===== src/rtl/amm_read_cmd_gen.sv =====
// Word-aligned Avalon-MM pipelined read command generator feeding the netdma readmaster byte aligner.
// Optional feature macro: AMM_RD_STALL_STAT_EN adds the stall_cnt_o waitrequest statistics counter.
module amm_read_cmd_gen #(
    parameter int unsigned DATA_WIDTH  = 64,
    parameter int unsigned ADDR_WIDTH  = 32,
    parameter int unsigned LEN_WIDTH   = 16,
    parameter int unsigned MAX_PENDING = 8,
    localparam int unsigned BYTES      = DATA_WIDTH / 8,
    localparam int unsigned OFS_W      = $clog2(BYTES)
) (
    input  logic                  clk_i,
    input  logic                  rst_i,
    input  logic [ADDR_WIDTH-1:0] desc_addr_i,
    input  logic [LEN_WIDTH-1:0]  desc_len_i,
    input  logic                  desc_valid_i,
    output logic                  desc_ready_o,
    output logic [ADDR_WIDTH-1:0] address_o,
    output logic                  read_o,
    input  logic                  waitrequest_i,
    input  logic                  readdatavalid_i,
    output logic                  run_o,
    output logic [OFS_W-1:0]      offset_o,
    output logic                  busy_o,
`ifdef AMM_RD_STALL_STAT_EN
    output logic [31:0]           stall_cnt_o,
`endif
    output logic                  done_o
);

    localparam int unsigned PEND_W = $clog2(MAX_PENDING + 1);
    localparam int unsigned CNT_W  = LEN_WIDTH + 1;

    typedef enum logic [1:0] {IDLE, ISSUE, DRAIN, DONE} state_t;

    state_t            state;
    logic [PEND_W-1:0] pending;
    logic [PEND_W-1:0] pending_nx;
    logic [CNT_W-1:0]  reads_left;
    logic [CNT_W-1:0]  reads_left_nx;
    logic [CNT_W-1:0]  len_ext;
    logic [CNT_W-1:0]  reads_init;
    logic              acc;
    logic              rsp;

    // A response with nothing outstanding (e.g. left over from before a reset) is dropped.
    assign acc = read_o & ~waitrequest_i;
    assign rsp = readdatavalid_i & (pending != '0);

    always_comb begin
        pending_nx = pending;
        if (acc && !rsp) begin
            pending_nx = pending + PEND_W'(1);
        end else if (!acc && rsp) begin
            pending_nx = pending - PEND_W'(1);
        end
    end

    assign reads_left_nx = acc ? reads_left - CNT_W'(1) : reads_left;

    // ceil(len/BYTES) words plus the one extra word the aligner consumes.
    assign len_ext    = CNT_W'(desc_len_i) + CNT_W'(BYTES - 1);
    assign reads_init = (len_ext >> OFS_W) + CNT_W'(1);

    always_ff @(posedge clk_i or posedge rst_i) begin
        if (rst_i) begin
            state        <= IDLE;
            desc_ready_o <= 1'b0;
            read_o       <= 1'b0;
            run_o        <= 1'b0;
            busy_o       <= 1'b0;
            done_o       <= 1'b0;
            address_o    <= '0;
            offset_o     <= '0;
            reads_left   <= '0;
            pending      <= '0;
        end else begin
            pending <= pending_nx;
            done_o  <= 1'b0;
            case (state)
                IDLE: begin
                    desc_ready_o <= 1'b1;
                    if (desc_valid_i && desc_ready_o) begin
                        desc_ready_o <= 1'b0;
                        address_o    <= {desc_addr_i[ADDR_WIDTH-1:OFS_W], OFS_W'(0)};
                        offset_o     <= desc_addr_i[OFS_W-1:0];
                        busy_o       <= 1'b1;
                        // Zero-length descriptors pass through DRAIN with run held low.
                        if (desc_len_i == '0) begin
                            state      <= DRAIN;
                            reads_left <= '0;
                        end else begin
                            state      <= ISSUE;
                            reads_left <= reads_init;
                            read_o     <= 1'b1;
                            run_o      <= 1'b1;
                        end
                    end
                end
                ISSUE: begin
                    reads_left <= reads_left_nx;
                    if (acc) begin
                        address_o <= address_o + ADDR_WIDTH'(BYTES);
                    end
                    if (reads_left_nx == '0) begin
                        state  <= DRAIN;
                        read_o <= 1'b0;
                    end else begin
                        read_o <= (pending_nx < PEND_W'(MAX_PENDING));
                    end
                end
                DRAIN: begin
                    // Leaving on the final response gives done_o one cycle after it.
                    if (pending_nx == '0) begin
                        state  <= DONE;
                        done_o <= 1'b1;
                        run_o  <= 1'b0;
                        busy_o <= 1'b0;
                    end
                end
                DONE: begin
                    state        <= IDLE;
                    desc_ready_o <= 1'b1;
                end
                default: begin
                    state <= IDLE;
                end
            endcase
        end
    end

`ifdef AMM_RD_STALL_STAT_EN
    // Saturating count of cycles a read request is held off by waitrequest.
    always_ff @(posedge clk_i or posedge rst_i) begin
        if (rst_i) begin
            stall_cnt_o <= '0;
        end else if (read_o && waitrequest_i && (stall_cnt_o != '1)) begin
            stall_cnt_o <= stall_cnt_o + 32'd1;
        end
    end
`endif

endmodule


===== config.mk =====
export PLATFORM = sky130hd
export DESIGN_NAME = amm_read_cmd_gen
export DESIGN_NICKNAME = d
export VERILOG_FILES = /design/src/rtl/amm_read_cmd_gen.sv
export SDC_FILE = /design/constraint.sdc
export NUM_CORES = 1
export LEC_CHECK = 0
export BUFFER_PORTS_ARGS = -buffer_cell sky130_fd_sc_hd__buf_2
export CAP_MARGIN = 40
export CORE_ASPECT_RATIO = 0.6
export CORE_MARGIN = 2
export CORE_UTILIZATION = 40
export DETAILED_ROUTE_END_ITERATION = 8
export MAX_ROUTING_LAYER = met4
export PLACE_DENSITY_LB_ADDON = 0.08
export SYNTH_ARGS = -nofsm -noshare
export SYNTH_HDL_FRONTEND = slang
export SYNTH_SLANG_ARGS = --single-unit

===== constraint.sdc =====
create_clock -name clk_i -period 3.86 [get_ports clk_i]
set_input_delay 0.386 -clock clk_i [delete_from_list [all_inputs] [get_ports clk_i]]
set_output_delay 0.386 -clock clk_i [all_outputs]
set_load 0.05 [all_outputs]

==> qor.csv <==
metric,value,unit
result of the run,finished clean,
Max Cap Viol,0,
Most used DFF post-synth,sky130_fd_sc_hd__dfrtp_1,
cell taking the most area after synthesis,sky130_fd_sc_hd__dfrtp_1,
height of the die,82.4,um
worst endpoint data arrival time,3410,ps
combined area of all synthesized cells,4090,um^2
number of search-and-repair iterations in the first detailed-routing pass,5,
total clock buffers created by CTS,9,
Final Net Count,638,
average routed wire per standard cell,17.2,um
HP Class,input port to asynchronous set/reset pin,
residual antenna-violating net count after detailed routing,0,
clock tree from TritonCTS,yes,
RR Endpoint,state[1]$_DFFE_PP0P_,
unrepaired setup endpoints after global routing,no,
worst reg2reg path startpoint,reads_left[0]$_DFFE_PP0P_,
largest cells by area after synthesis,"sky130_fd_sc_hd__dfrtp_1 37%, sky130_fd_sc_hd__a21oi_1 5.6%, sky130_fd_sc_hd__o21ai_0 5.1%",
Synth async-reset ratio,100,%
FMAX,313,MHz
number of DRC markers after the initial detailed-route iteration,454,
placer's final routability congestion estimate,0.887,
Post-Route WL,12300,um
Power Density,982,nW/um^2
number of antenna violations at the first check in global routing,0,
post-CTS repair timing setup buffer count,0,
largest fanout of any net on the critical path,5,
worst-margin pin slew,910,ps
signed area change from the synthesized netlist to the final layout,21.5,%
Port-buffer cells,89,
register clock-pin slew on the reported worst setup and hold paths,50,ps
maximum root-to-sink buffer count,2,
shortest clock period the worst path allows after layout,3190,ps
Buffers & Inverters on Critical Path,1,
number of rows in the core area,28,
CTS hold repair buffers,0,
Cells after Synth,495,
root buffer selected by CTS,sky130_fd_sc_hd__clkbuf_16,
grt ovf,0,
first-pass GRT wire length,20200,um
Setup crit end kind,flop,
launching element type of the critical path,flop,
Initial Utilization,41.3,%
hpwl dp,9000,um
area taken by multi-input logic gates,2430,um^2
vias in the first global route,3767,
headroom to the max-slew limit,39.2,%
period utilization,82.7,%
area inside the core boundary,9910,um^2
count of inserted antenna diode cells,0,
routed via count divided by cell count,5.75,
cell family contributing the most delay on the critical path,simple AND/OR/NAND/NOR gates,
"slowest stage cell, crit path",sky130_fd_sc_hd__or4b_4,
Crit path depth,9,
Yosys warnings,0,
residual DRC count,0,
Yosys top cell area share,36.7,%
Resized Gates After CTS,0,
worst-skew pair later-pin latency,330,ps
Hold Fails Final Rpt,0,
Fill cells,971,
total leakage power,2.16,nW
cells on worst reg2reg path,9,
"setup slack, reg-to-reg",670,ps
depth of the CTS H-tree,3,
"Cell Count, Final, Fillers Out",716,
total negative slack for setup checks,0,ps
Setup CP Type,flop to flop,
die area,11100,um^2
register area share after synthesis,36.7,%
total I/O pin count,93,
maximum number of pins on one net before global-route repair,52,
list of cells traversed by the critical path,"inv_1, ha_1, nor4bb_1, nand4_1, xor2_1, nand3_1, or4b_4, a221oi_4, mux2_4",
CP Data Required Time,4080,ps
CTS Sinks,60,
"EDFF count, synth",0,
synth unique cells,70,
GRT Overall Usage,24.3,%
Pins Over Slew Limit,0,
Sequential cell area,1500,um^2
share of cells above drive strength 1,22.9,%
maximum vdd drop,417,uV
Layout Skew,5.83,ps
mean instance size in the synthesized netlist,8.27,um^2
cell count after placement,700,
"Setup violations, final",0,
overall die width,135,um
largest incremental delay on the critical path,590,ps
post-synthesis sequential element count,60,
vias after detailed routing,4119,
==> per-layer routing <==
layer | global-route usage, % | wire, um
met1 | 37.0 | 6520
met2 | 31.1 | 4650
met3 | 6.17 | 1000
met4 | 6.11 | 116
met5 | - | 0
==> worst register-to-register path: stages (launching register included) <==
cell and delay [ps]:
sky130_fd_sc_hd__dfrtp_1 420, sky130_fd_sc_hd__inv_1 90, sky130_fd_sc_hd__ha_1 210, sky130_fd_sc_hd__nor4bb_1 580, sky130_fd_sc_hd__nand4_1 240, sky130_fd_sc_hd__xor2_1 190, sky130_fd_sc_hd__nand3_1 130, sky130_fd_sc_hd__or4b_4 590
sky130_fd_sc_hd__a221oi_4 290, sky130_fd_sc_hd__mux2_4 330
==> worst max-delay path by stage <==
stage / start / slack (ps) / endpoint
floorplan: reads_left[0]$_DFFE_PP0P_ / 1070 / state[1]$_DFFE_PP0P_
CTS: reads_left[0]$_DFFE_PP0P_ / 760 / state[1]$_DFFE_PP0P_
global placement: waitrequest_i / 900 / state[1]$_DFFE_PP0P_
finish: reads_left[0]$_DFFE_PP0P_ / 670 / state[1]$_DFFE_PP0P_
detailed placement: reads_left[0]$_DFFE_PP0P_ / 780 / state[1]$_DFFE_PP0P_
global route: reads_left[0]$_DFFE_PP0P_ / 550 / state[1]$_DFFE_PP0P_
==> report_power, final <==
group          leakage (nW)  internal (mW)  switching (mW)
clock network         0.144          0.516           0.310
logic                  1.30          0.852            1.87
registers             0.716          0.939           0.403
total                  2.16           2.31            2.58
==> kinds of logic (layout without fill, tap and decap cells) <==
family	after synthesis	after routing	share of synthesized area, %
XOR/XNOR	21	21	4.49
AND/OR/NAND/NOR	198	198	25.4
adder cells (fa/ha/maj)	10	10	3.00
buffers and inverters	43	127	4.37
other	1	3	0.0916
multiplexers	16	16	4.13
AO/OA/AOI/OAI	146	146	21.9
flip-flops	60	60	36.7
==> state kept, by name (all words and copies together), names as in the netlist <==
name	count
state	2
read_o	1
reads_left	17
pending	4
offset_o	3
run_o	1
done_o	1
desc_ready_o	1
address_o	29
busy_o	1
==> synth_stat cells, types with 5 or more instances <==
| cell type | n |
|---|---|
| sky130_fd_sc_hd__nor2_1 | 29 |
| sky130_fd_sc_hd__xor2_1 | 11 |
| sky130_fd_sc_hd__and2_1 | 5 |
| sky130_fd_sc_hd__and3_1 | 12 |
| sky130_fd_sc_hd__xnor2_1 | 10 |
| sky130_fd_sc_hd__o21ai_0 | 42 |
| sky130_fd_sc_hd__nor3_1 | 21 |
| sky130_fd_sc_hd__o22ai_1 | 23 |
| sky130_fd_sc_hd__nor4_1 | 6 |
| sky130_fd_sc_hd__nand3_1 | 30 |
| sky130_fd_sc_hd__a21oi_1 | 46 |
| sky130_fd_sc_hd__nand2_1 | 51 |
| sky130_fd_sc_hd__dfrtp_1 | 60 |
| sky130_fd_sc_hd__inv_1 | 15 |
| sky130_fd_sc_hd__ha_1 | 9 |
| sky130_fd_sc_hd__nand4_1 | 10 |
| sky130_fd_sc_hd__mux2i_1 | 12 |
| sky130_fd_sc_hd__clkbuf_1 | 19 |
==> layout make-up <==
class	count	area share, %
Multi-Input combinational cell	394	48.9
Sequential cell	60	30.2
Timing Repair Buffer	96	10.3
Clock buffer	10	4.80
Tap cell	135	3.40
Clock inverter	6	1.28
Inverter	15	1.13
==> placed cells by master, fill, tap and decap left out, types with 4 or more instances in the layout <==
master                      netlist  final
sky130_fd_sc_hd__buf_2            4     89
sky130_fd_sc_hd__and2_1           5      5
sky130_fd_sc_hd__xor2_1          11     11
sky130_fd_sc_hd__dfrtp_1         60     60
sky130_fd_sc_hd__nand2_1         51     51
sky130_fd_sc_hd__a21oi_1         46     46
sky130_fd_sc_hd__o21ai_0         42     42
sky130_fd_sc_hd__ha_1             9      8
sky130_fd_sc_hd__nor3b_1          4      4
sky130_fd_sc_hd__o22ai_1         23     23
sky130_fd_sc_hd__nand3_1         30     30
sky130_fd_sc_hd__buf_4            3      6
sky130_fd_sc_hd__nor2_1          29     29
sky130_fd_sc_hd__xnor2_1         10     10
sky130_fd_sc_hd__clkbuf_16        0      9
sky130_fd_sc_hd__and3_1          12     12
sky130_fd_sc_hd__nor3_1          21     21
sky130_fd_sc_hd__mux2i_1         12     12
sky130_fd_sc_hd__nand4_1         10     10
sky130_fd_sc_hd__o221ai_1         4      4
sky130_fd_sc_hd__inv_1           15     14
sky130_fd_sc_hd__nor4_1           6      6
==> metrics by stage <==
stage | worst slack (ps) | power [mW] | hold slack (ps) | utilization (%) | cell area (um^2)
after floorplan | 1070 | 3.32 | 485 | - | 4100
after global placement | 896 | 3.99 | 469 | 46.9 | 4650
after detailed placement | 782 | 4.03 | 360 | 47.1 | 4670
after CTS | 756 | 4.87 | 2.34 | 50.2 | 4970
after global routing | 547 | 5.26 | 29.8 | 50.2 | 4970
final | 667 | 4.88 | 2.85 | 50.2 | 4970
Power figures use the tool's default switching activity.
